$ cat config.mk
export PLATFORM = sky130hd
export DESIGN_NAME = enigma_rotor_core
export DESIGN_NICKNAME = d
export VERILOG_FILES = /design/src/rtl/enigma_rotor_core.sv
export SDC_FILE = /design/constraint.sdc
export NUM_CORES = 1
export LEC_CHECK = 0
export CORE_MARGIN = 2
export CORE_UTILIZATION = 55
export DETAILED_ROUTE_END_ITERATION = 8
export MAX_ROUTING_LAYER = met4
export PLACE_DENSITY = 0.9
export SYNTH_ARGS = -nofsm -noshare
export SYNTH_HDL_FRONTEND = slang
export SYNTH_SLANG_ARGS = --single-unit
export TNS_END_PERCENT = 5
$ cat constraint.sdc
create_clock -name clk_i -period 7.6 [get_ports clk_i]
set_clock_uncertainty 0.2 [all_clocks]
set_input_delay 1.14 -clock clk_i [delete_from_list [all_inputs] [get_ports clk_i]]
set_output_delay 1.14 -clock clk_i [all_outputs]
set_load 0.02 [all_outputs]
$ cat src/rtl/enigma_rotor_core.sv
// Rotor-keyed involutive symbol cipher with a two-stage valid/ready pipeline.
// Define ENIGMA_DOUBLE_STEP_EN to enable the rotor-1 notch double-step anomaly.
module enigma_rotor_core #(
    parameter int SYMB_W = 7,
    parameter int ALPHA  = 26,
    parameter int ROTORS = 3,
    parameter int REFL   = 13,
    parameter int CNT_W  = 8,
    localparam int POS_W = $clog2(ALPHA)
) (
    input  logic                    clk_i,
    input  logic                    rst_i,
    input  logic                    rotors_rst_i,
    input  logic [ROTORS*POS_W-1:0] key_pos_i,
    input  logic [CNT_W-1:0]        symb_numb_i,
    input  logic                    symb_val_i,
    output logic                    symb_rdy_o,
    input  logic [SYMB_W-1:0]       symbol_i,
    output logic                    symb_val_o,
    input  logic                    symb_rdy_i,
    output logic [SYMB_W-1:0]       symbol_o,
    output logic                    msg_done_o
);

    function automatic logic [POS_W-1:0] inc_mod(input logic [POS_W-1:0] p);
        return (p == POS_W'(ALPHA - 1)) ? '0 : p + 1'b1;
    endfunction

    function automatic logic [ROTORS*POS_W-1:0] step_rotors(input logic [ROTORS*POS_W-1:0] cur);
        logic [ROTORS*POS_W-1:0] nxt;
        logic                    carry;
        logic                    notch;
        nxt   = cur;
        carry = 1'b1;
        notch = 1'b0;
        for (int i = 0; i < ROTORS; i++) begin
            if (carry) begin
                nxt[i*POS_W +: POS_W] = inc_mod(cur[i*POS_W +: POS_W]);
                carry = (cur[i*POS_W +: POS_W] == POS_W'(ALPHA - 1));
            end
        end
`ifdef ENIGMA_DOUBLE_STEP_EN
        // Notch sensed on rotor 1 before stepping drags rotors 1 and 2 one extra place.
        for (int i = 1; i < ROTORS && i < 2; i++)
            notch = (cur[i*POS_W +: POS_W] == POS_W'(ALPHA - 1));
        for (int i = 1; i < ROTORS && i < 3; i++)
            if (ROTORS >= 3 && notch)
                nxt[i*POS_W +: POS_W] = inc_mod(nxt[i*POS_W +: POS_W]);
`endif
        return nxt;
    endfunction

    function automatic logic [POS_W-1:0] key_sum(input logic [ROTORS*POS_W-1:0] pos);
        int acc;
        acc = 0;
        for (int i = 0; i < ROTORS; i++)
            acc = acc + int'(pos[i*POS_W +: POS_W]) * (2 * i + 1);
        return POS_W'(acc % ALPHA);
    endfunction

    function automatic logic [SYMB_W-1:0] encrypt(input logic [SYMB_W-1:0] sym,
                                                  input logic [POS_W-1:0]  key);
        logic signed [31:0] d;
        d = REFL - int'(sym) - 2 * int'(key);
        d = d % ALPHA;
        if (d < 0) d = d + ALPHA;
        return SYMB_W'(d);
    endfunction

    logic [ROTORS*POS_W-1:0] rot_q, rot_step;
    logic [CNT_W-1:0]        cnt_q, numb_q, lim;
    logic                    drop_q, rdy_en;
    logic                    vld_p1, last_p1, rng_p1;
    logic [SYMB_W-1:0]       sym_p1;
    logic [POS_W-1:0]        key_p1;
    logic                    vld_p2, last_p2;
    logic [SYMB_W-1:0]       sym_p2;
    logic                    adv2, s1_free, acc, take, in_rng, is_last, done;

    assign adv2       = !vld_p2 || symb_rdy_i;
    assign s1_free    = !vld_p1 || adv2;
    assign symb_rdy_o = rdy_en && !rotors_rst_i && (drop_q || s1_free);
    assign acc        = symb_val_i && symb_rdy_o;
    assign take       = acc && !drop_q;
    assign in_rng     = (int'(symbol_i) < ALPHA);
    assign rot_step   = step_rotors(rot_q);
    // The message length is latched on the first symbol but must apply to that symbol too.
    assign lim        = (cnt_q == '0) ? symb_numb_i : numb_q;
    assign is_last    = (lim != '0) && (cnt_q + CNT_W'(1) == lim);
    assign done       = vld_p2 && symb_rdy_i && last_p2;
    assign msg_done_o = done;
    assign symb_val_o = vld_p2;
    assign symbol_o   = sym_p2;

    always_ff @(posedge clk_i or negedge rst_i) begin
        if (!rst_i) begin
            rdy_en <= 1'b0;
            rot_q  <= '0;
            cnt_q  <= '0;
            numb_q <= '0;
            drop_q <= 1'b0;
        end else begin
            rdy_en <= 1'b1;
            if (rotors_rst_i || done)
                rot_q <= key_pos_i;
            else if (take && in_rng)
                rot_q <= rot_step;
            if (rotors_rst_i || done)
                cnt_q <= '0;
            else if (take && lim != '0)
                cnt_q <= cnt_q + CNT_W'(1);
            if (take && cnt_q == '0)
                numb_q <= symb_numb_i;
            if (rotors_rst_i)
                drop_q <= 1'b0;
            else if (take && is_last)
                drop_q <= 1'b1;
        end
    end

    // Stage 1: register symbol and the key of the freshly stepped rotors
    always_ff @(posedge clk_i or negedge rst_i) begin
        if (!rst_i) begin
            vld_p1  <= 1'b0;
            last_p1 <= 1'b0;
        end else if (s1_free) begin
            vld_p1  <= take;
            last_p1 <= take && is_last;
        end
    end

    always_ff @(posedge clk_i) begin
        if (take) begin
            sym_p1 <= symbol_i;
            key_p1 <= key_sum(rot_step);
            rng_p1 <= in_rng;
        end
    end

    // Stage 2: register the encrypted (or passed-through) output symbol
    always_ff @(posedge clk_i or negedge rst_i) begin
        if (!rst_i) begin
            vld_p2  <= 1'b0;
            last_p2 <= 1'b0;
            sym_p2  <= '0;
        end else if (adv2) begin
            vld_p2  <= vld_p1;
            last_p2 <= vld_p1 && last_p1;
            if (vld_p1)
                sym_p2 <= rng_p1 ? encrypt(sym_p1, key_p1) : sym_p1;
        end
    end

endmodule

==> metrics.txt <==
Yosys top cell by area dfrtp_1; vias in the first global route ~5700; type of the worst setup path flop to flop; worst hold slack around 0.28 ns; top-count cell post-synth nand2_1; Vias approximately 6000; Critical Path Sink Type flop; Critical Path AT roughly 7.3 ns; min-delay worst type flop to flop; CORE AREA between 10000 and 15000 um2; grt ovf 0; layout overhead on the synthesized area 19.7%; vias per cell 6.38; Data required, critical path 7.48 ns; # Max-Cap Violations 0; Clock Sinks 57; final wirelength between 15 and 20 mm; critical path peak fanout 5; Fmax 0.136 GHz; area of the multi-input gates 4700 um2; Final ANT Viol Nets 0; Final HPWL DP between 10 and 15 mm; clock tree from TritonCTS done; outcome finished, final reports clean; Top FF cell, synth dfrtp_1; top post-synthesis cells by count 78 x nand2_1, 44 x dfrtp_1, 43 x o21ai_0, 41 x a21oi_1; Worst-Skew Late Latency 0.33 ns; placed cells approximately 910; Post-Syn Area 6290 um2; fin crit share 0.970; Slowest-stage cell, CP fa_1; fraction of registers with async set/reset 0.772; largest cells by area after synthesis dfrtp_1 18%, ha_1 7.8%, edfxtp_1 6.2%; DRC Markers 0; Reg clk slew, reported paths roughly 0.050 ns; Ys Warns 0; max_slew headroom 0.341; PortBufs 44; starting density of the core 0.558; CTS Buf Count 9; register area share after synthesis 0.237; Root Driver clkbuf_16; post-synth top area share 0.175; die area 12300 um2; layout cells sized above 1 0.166; Tightest Pin Transition approximately 1 ns; width of the die 111 um; initial antenna violation count 0; Clock Path Buffers 2; #FFs+latches synth 57; slowest stage delay, CP 0.60 ns; Final Hold Fails 0; largest net degree at the start of global routing 45; CP Launch Type flop; FP Rows 39; Final Slew Violations 0; gr usage total 0.260; number of standard cells after synthesis roughly 730; num ports between 40 and 50; setup TNS 0 ns; Antenna Cells 0; min Tclk post-route 7.37 ns; syn nets 820; CTS Hold Bufs 0; final RePlAce weighted congestion approximately 0.90; Post-Layout Cell Count approximately 940; H-tree Lvls 3; Avg WL per Cell 16.8 um; post-synthesis area per instance ~8.6 um2; fin nets between 800 and 900; Die H about 110 um; Fill cells 819; initial detailed-routing violation count 445; Netlist cell types 93; first drt pass iteration count 5; Setup violations, final 0; number of synthesized flops with an enable pin 13; Reg area approximately 1500 um2; first-pass GRT wire length roughly 26 mm
==> cell usage in the layout, fill, tap and decap left out, types with 12 or more instances in the layout <==
cell type / n
a21oi_1: 33
buf_4: 34
clkdlybuf4s50_1: 43
dfrtp_1: 44
edfxtp_1: 13
fa_1: 12
ha_1: 36
inv_1: 39
mux2_2: 13
mux2i_1: 33
nand2_1: 77
nand3_1: 18
nand4_1: 12
nor2_1: 38
nor3_1: 13
o211ai_1: 12
o21ai_0: 39
o21ai_1: 12
xnor2_1: 34
xor2_1: 17
==> routing by layer <==
metal	GRT usage	vias to the layer above	share of wire
met5	-	-	0
met4	0.101	0	0.037
met3	0.0312	54	0.053
met2	0.424	261	0.49
met1	0.332	2842	0.42
li1	-	2825	-
==> area by class of cell <==
class | count | share of cell area
Clock inverter | 6 | 0.0111
Multi-Input combinational cell | 604 | 0.625
Clock buffer | 10 | 0.0304
Inverter | 40 | 0.0199
Sequential cell | 57 | 0.198
Timing Repair Buffer | 78 | 0.0917
Tap cell | 143 | 0.0238
==> per-stage QoR <==
step	worst slack [ns]	util	cell area [um2]
floorplan	0.0447	-	6300
finish	0.231	0.668	7530
global route	-0.0871	0.668	7530
global placement	0.230	0.615	6930
detailed placement	-0.0427	0.615	6930
CTS	-0.0120	0.644	7260
==> repair_timing <==
| item | CTS | global route |
|---|---|---|
| pin swaps | 0 | 13 |
| gates resized for setup | 2 | 39 |
| buffers inserted | 0 | 12 |
| setup endpoints to repair | 3 | 4 |
| gates cloned | 1 | 0 |
==> worst max-delay path: cells and delay by family, from the launching register on <==
family                     cells  cell delay, ns
AOI/OAI and AO/OA              9            1.84
DFF                            1            0.41
and+or+nand+nor                7            1.20
adders and majority gates      6            2.36
muxes                          1            0.31
xor gates and xnor gates       3            0.59
buffers and inverters          2            0.23
==> sequential cells by signal, summed over array words and instances, names as in the netlist, 5 cells and up <==
| name | cells |
|---|---|
| symbol_o | 7 |
| cnt_q | 8 |
| sym_p1 | 7 |
| rot_q | 15 |
| numb_q | 8 |
| key_p1 | 5 |
==> cell families (layout without fill, tap and decap cells) <==
| group | Yosys count | count (layout) | synth area share |
|---|---|---|---|
| adders and majority gates | 54 | 54 | 0.124 |
| other | 1 | 1 | 0.000596 |
| xor gates and xnor gates | 55 | 55 | 0.0808 |
| muxes | 46 | 46 | 0.0758 |
| AOI/OAI and AO/OA | 209 | 209 | 0.240 |
| buffers and inverters | 72 | 134 | 0.0474 |
| and+or+nand+nor | 238 | 239 | 0.195 |
| DFF | 57 | 57 | 0.237 |
==> worst paths after layout <==
kind / start / endpoint / slack [ns] / cells past startpoint
worst max register to register: rot_q[6]$_DFFE_PN0P_ / key_p1[3]$_DFFE_PP_ / 0.23 / 28
worst max-delay path: rot_q[6]$_DFFE_PN0P_ / key_p1[3]$_DFFE_PP_ / 0.23 / 28
worst min-delay path: symbol_o[2]$_DFFE_PN0P_ / symbol_o[2]$_DFFE_PN0P_ / 0.28 / 1
max in group asynchronous: rst_i / rot_q[13]$_DFFE_PN0P_ / 5.84 / 1
worst min register to register: symbol_o[2]$_DFFE_PN0P_ / symbol_o[2]$_DFFE_PN0P_ / 0.28 / 1
min in group asynchronous: rst_i / rot_q[1]$_DFFE_PN0P_ / 0.77 / 1
Power is left out: the tool's default activity adds up to more than one toggle a clock period on the data nets, which glitch-free logic cannot reach.
